[config.mk]
export PLATFORM = sky130hd
export DESIGN_NAME = univ_shift_reg
export DESIGN_NICKNAME = d
export VERILOG_FILES = /design/src/rtl/univ_shift_reg.sv
export SDC_FILE = /design/constraint.sdc
export NUM_CORES = 1
export LEC_CHECK = 0
export CORE_MARGIN = 8
export CORE_UTILIZATION = 45
export CTS_CLUSTER_SIZE = 40
export DETAILED_ROUTE_END_ITERATION = 8
export PLACE_DENSITY = 0.76
export SETUP_SLACK_MARGIN = 0.1
export SYNTH_ARGS = -nofsm -noshare
export SYNTH_HDL_FRONTEND = slang
export SYNTH_SLANG_ARGS = --single-unit
[constraint.sdc]
create_clock -name clk -period 2.2 [get_ports clk]
set_clock_uncertainty 0.15 [all_clocks]
set_input_delay 0.66 -clock clk [delete_from_list [all_inputs] [get_ports clk]]
set_output_delay 0.66 -clock clk [all_outputs]
set_load 0.01 [all_outputs]
[src/rtl/univ_shift_reg.sv]
// univ_shift_reg: universal shift register with single-edge ops and a multi-cycle shift FSM
module univ_shift_reg #(
  parameter int WIDTH = 8,
  parameter int AMT_W = $clog2(WIDTH + 1)
) (
  input  logic             clk,
  input  logic             clr,
  input  logic             en,
  input  logic [2:0]       mode,
  input  logic             rin,
  input  logic             lin,
  input  logic [WIDTH-1:0] d,
  input  logic [AMT_W-1:0] amt,
  output logic [WIDTH-1:0] q,
  output logic             busy,
  output logic             done,
  output logic             sout_r,
  output logic             sout_l
);
  typedef enum logic {IDLE, RUN} state_t;
  localparam logic [AMT_W-1:0] MAX_AMT = AMT_W'(WIDTH);
  state_t           state;
  logic [AMT_W-1:0] cnt;
  logic [AMT_W-1:0] amt_c;
  logic             fill;
  logic             dir;
  logic [WIDTH-1:0] next_q;
  logic [WIDTH-1:0] run_q;
  always_comb begin
    amt_c  = amt > MAX_AMT ? MAX_AMT : amt;
    next_q = mode == 3'd1 ? {q[WIDTH-2:0], rin} :
             mode == 3'd2 ? {lin, q[WIDTH-1:1]} :
             mode == 3'd3 ? d :
             mode == 3'd4 ? {q[WIDTH-2:0], q[WIDTH-1]} :
             mode == 3'd5 ? {q[0], q[WIDTH-1:1]} : q;
    // dir=1 is a left (toward LSB) multi-shift, matching mode[0] at launch
    run_q  = dir ? {fill, q[WIDTH-1:1]} : {q[WIDTH-2:0], fill};
  end
  always_ff @(posedge clk) begin
    if (clr) begin
      q     <= '0;
      state <= IDLE;
      cnt   <= '0;
      fill  <= 1'b0;
      dir   <= 1'b0;
      done  <= 1'b0;
    end else begin
      done <= 1'b0;
      if (state == RUN) begin
        q   <= run_q;
        cnt <= cnt - AMT_W'(1);
        if (cnt == AMT_W'(1)) begin
          state <= IDLE;
          done  <= 1'b1;
        end
      end else if (en) begin
        if (mode[2:1] == 2'b11) begin
          cnt  <= amt_c;
          fill <= mode[0] ? lin : rin;
          dir  <= mode[0];
          if (amt_c != '0) state <= RUN;
          else done <= 1'b1;
        end else begin
          q <= next_q;
        end
      end
    end
  end
  assign busy   = state == RUN;
  assign sout_r = q[WIDTH-1];
  assign sout_l = q[0];
endmodule

==> results.tsv <==
stage	metric	value	unit
job	max-cap violations	0	
drt	drt wl/cell	18.3	um
cts	H-tree lvl count	1	
worst_setup_path	Data required, critical path	1.39	ns
timing	RSZ-0062 raised after global routing	true	
power_and_ir_drop	peak supply drop	423	uV
worst_setup_path	worst path arrival time	1.26	ns
timing	fin. max-slew vios	0	
timing	clock period minus worst slack	2.07	ns
synth	largest cells by area after synthesis	dfxtp_1, mux2_2, a21oi_2	
placement	PortBufs	31	
cells_and_area	P&R area growth vs syn	38.7	%
cells_and_area	Layout Nets	204	
worst_setup_path	Reg2Reg Depth	5	
global_routing	first-pass GRT wire length	6290	um
placement	routability congestion estimate	0.967	
timing	final setup margin	0.134	ns
timing	Hold Violations, Final	0	
synth	Cells after Synth	144	
timing	Max-slew headroom	0.716	
timing	Tcrit/Tclk final	0.939	
timing	final setup vio count	0	
status	outcome	finished clean	
worst_setup_path	WP buf/inv	1	
worst_setup_path	critical path class	flop to output port	
cells_and_area	layout cells sized above 1	0.254	
global_routing	vias in the first global route	1309	
cts	clk root buf	clkbuf_4	
timing	fmax	0.484	GHz
hold_path	hold path depth	2	
drt	via count	1322	
cts	CTS Buf Count	3	
worst_setup_path	Crit-path slowest cell	clkdlybuf4s50_1	
cells_and_area	commonest non-fill, non-tap cell in the layout	clkdlybuf4s50_1	
worst_setup_path	crit path launch type	flop	
synth	syn_nets	166	
synth	number of flops mapped to enable cells by yosys	0	
hold_path	worst hold path class	flop to flop	
floorplan	DIE AREA	4610	um2
worst_setup_path	Worst setup EP type	output port	
worst_setup_path	Largest stage delay, worst path	0.56	ns
cts	clk buf depth	2	
worst_setup_path	CP top delay family	buffers and inverters	
floorplan	Die W	67.9	um
global_routing	largest net degree at the start of global routing	24	
floorplan	initial core utilization	0.456	
drt	drt pass-1 iters	4	
synth	sequential area share after synthesis	0.264	
cells_and_area	n_diodes	0	
drt	Detailed Route WL	3870	um
drt	Vias/cell	6.24	
synth	area share of the leading cell type in the synthesized netlist	0.264	
floorplan	top-level I/O count	32	
floorplan	Core ar.	2660	um2
timing	Slew @ Worst Pin	0.425	ns
cells_and_area	commonest non-fill, non-tap cells in the layout	clkdlybuf4s50_1, buf_4, dfxtp_1	
drt	Residual DRC	0	
synth	Yosys reg bits	16	
cts	Clock Latency Late Sink	0.29	ns
placement	pre-CTS setup slack	-0.276	ns
drt	DRT iter0 DRCs	80	
worst_setup_path	CP max FO	7	
global_routing	initial antenna violation count	0	
synth	Yosys cell types	39	
placement	Post-DP HPWL	2900	um
synth	Post-Syn Area	1210	um2
cts	clk sinks	16	
power_and_ir_drop	P per Cell Area	459	nW/um2
floorplan	num rows	19	
floorplan	Die H	67.9	um
drt	Routed Antenna Nets	0	
synth	Post-synth ARST share	0	
global_routing	all-layer global routing usage	0.173	
synth	Syn Area/Cell	8.43	um2
synth	area leader, netlist	dfxtp_1	
power_and_ir_drop	Leak	0.669	nW
cts	CTS tree	yes	
synth	dominant synthesized flop cell	dfxtp_1	
global_routing	gr ovfl total	0	
cts	clock transition at the registers of the reported paths	0.10	ns
worst_setup_path	cell count along the critical path	1	
worst_setup_path	CP cell instances	clkdlybuf4s50_1	
timing	setup_tns	0	ns
synth	synth warn	0	
state kept, by name (all words and copies together), names as in the netlist:
register  flops
busy          1
cnt           4
dir           1
done          1
fill          1
q             8
area by class of cell:
type | instances | area (um2)
Fill cell | 242 | 980
Multi-Input combinational cell | 108 | 802
Timing Repair Buffer | 46 | 445
Sequential cell | 16 | 334
Tap cell | 31 | 38.8
Clock buffer | 4 | 36.3
Inverter | 7 | 26.3
synth_stat cells (all sizes together) (3+ instances only):
cell type and count:
a211oi 5, a21oi 14, a22oi 8, buf 5
clkbuf 8, dfxtp 16, inv 7, mux2 6
mux2i 4, nand2 8, nand2b 6, nor2 8
nor2b 3, o21ai 7, o221a 5, o221ai 6
or3 4
logic make-up (layout without fill, tap and decap cells):
group	count (synthesis)	after routing	synth area share
AO/OA/AOI/OAI	52	52	0.335
XOR/XNOR	1	1	0.00722
adder cells (fa/ha/maj)	2	2	0.0206
flip-flops	16	16	0.264
multiplexers	10	10	0.0887
AND/OR/NAND/NOR	43	43	0.209
buffers and inverters	20	57	0.0753
path summary, 6_finish.rpt:
check                                    startpoint             endpoint  slack (ns)
worst min-delay path            cnt[3]$_SDFFE_PP0P_  cnt[3]$_SDFFE_PP0P_        0.36
worst min register to register  cnt[3]$_SDFFE_PP0P_  cnt[3]$_SDFFE_PP0P_        0.36
worst max register to register      busy$_SDFF_PP0_    q[0]$_SDFFE_PP0P_        0.43
worst max-delay path              q[3]$_SDFFE_PP0P_                 q[3]        0.13
per-stage QoR:
| stage | hold slack (ns) | total power [mW] | area [um2] | instances | utilization |
|---|---|---|---|---|---|
| 6_report | 0.356 | 0.772 | 1680 | 212 | 0.632 |
| 5_1_grt | 0.385 | 0.808 | 1680 | 212 | 0.632 |
| 4_1_cts | 0.355 | 0.776 | 1670 | 212 | 0.626 |
| 3_5_place_dp | 0.337 | 0.576 | 1620 | 208 | 0.609 |
| 3_3_place_gp | 0.334 | 0.569 | 1620 | 208 | 0.609 |
| 2_1_floorplan | 0.315 | 0.463 | 1210 | 144 | - |
power breakdown:
| group | total [mW] | switching [mW] | internal [mW] | leakage (nW) |
|---|---|---|---|---|
| logic | 0.240 | 0.113 | 0.127 | 0.514 |
| clock network | 0.200 | 0.0995 | 0.101 | 0.0210 |
| registers | 0.332 | 0.0241 | 0.308 | 0.134 |
layer usage:
layer,global-route usage,up-vias,wire [um]
met2,0.309,49,1940
met1,0.193,644,1570
li1,-,621,-
met3,0.0475,8,270
met4,0.0588,0,82
met5,0,-,0
what timing repair did:
action,4_1_cts,5_1_grt
setup buffers,0,0
resized for setup,9,7
endpoints found under the setup margin,17,9
pin swaps,1,0
hold buffers,0,0
tightest hold or removal path: stages (launching register included):
cell,delay [ns]
dfxtp_1,0.33
nand2_1,0.05
a31oi_1,0.07
(Power assumes the default switching activity.)
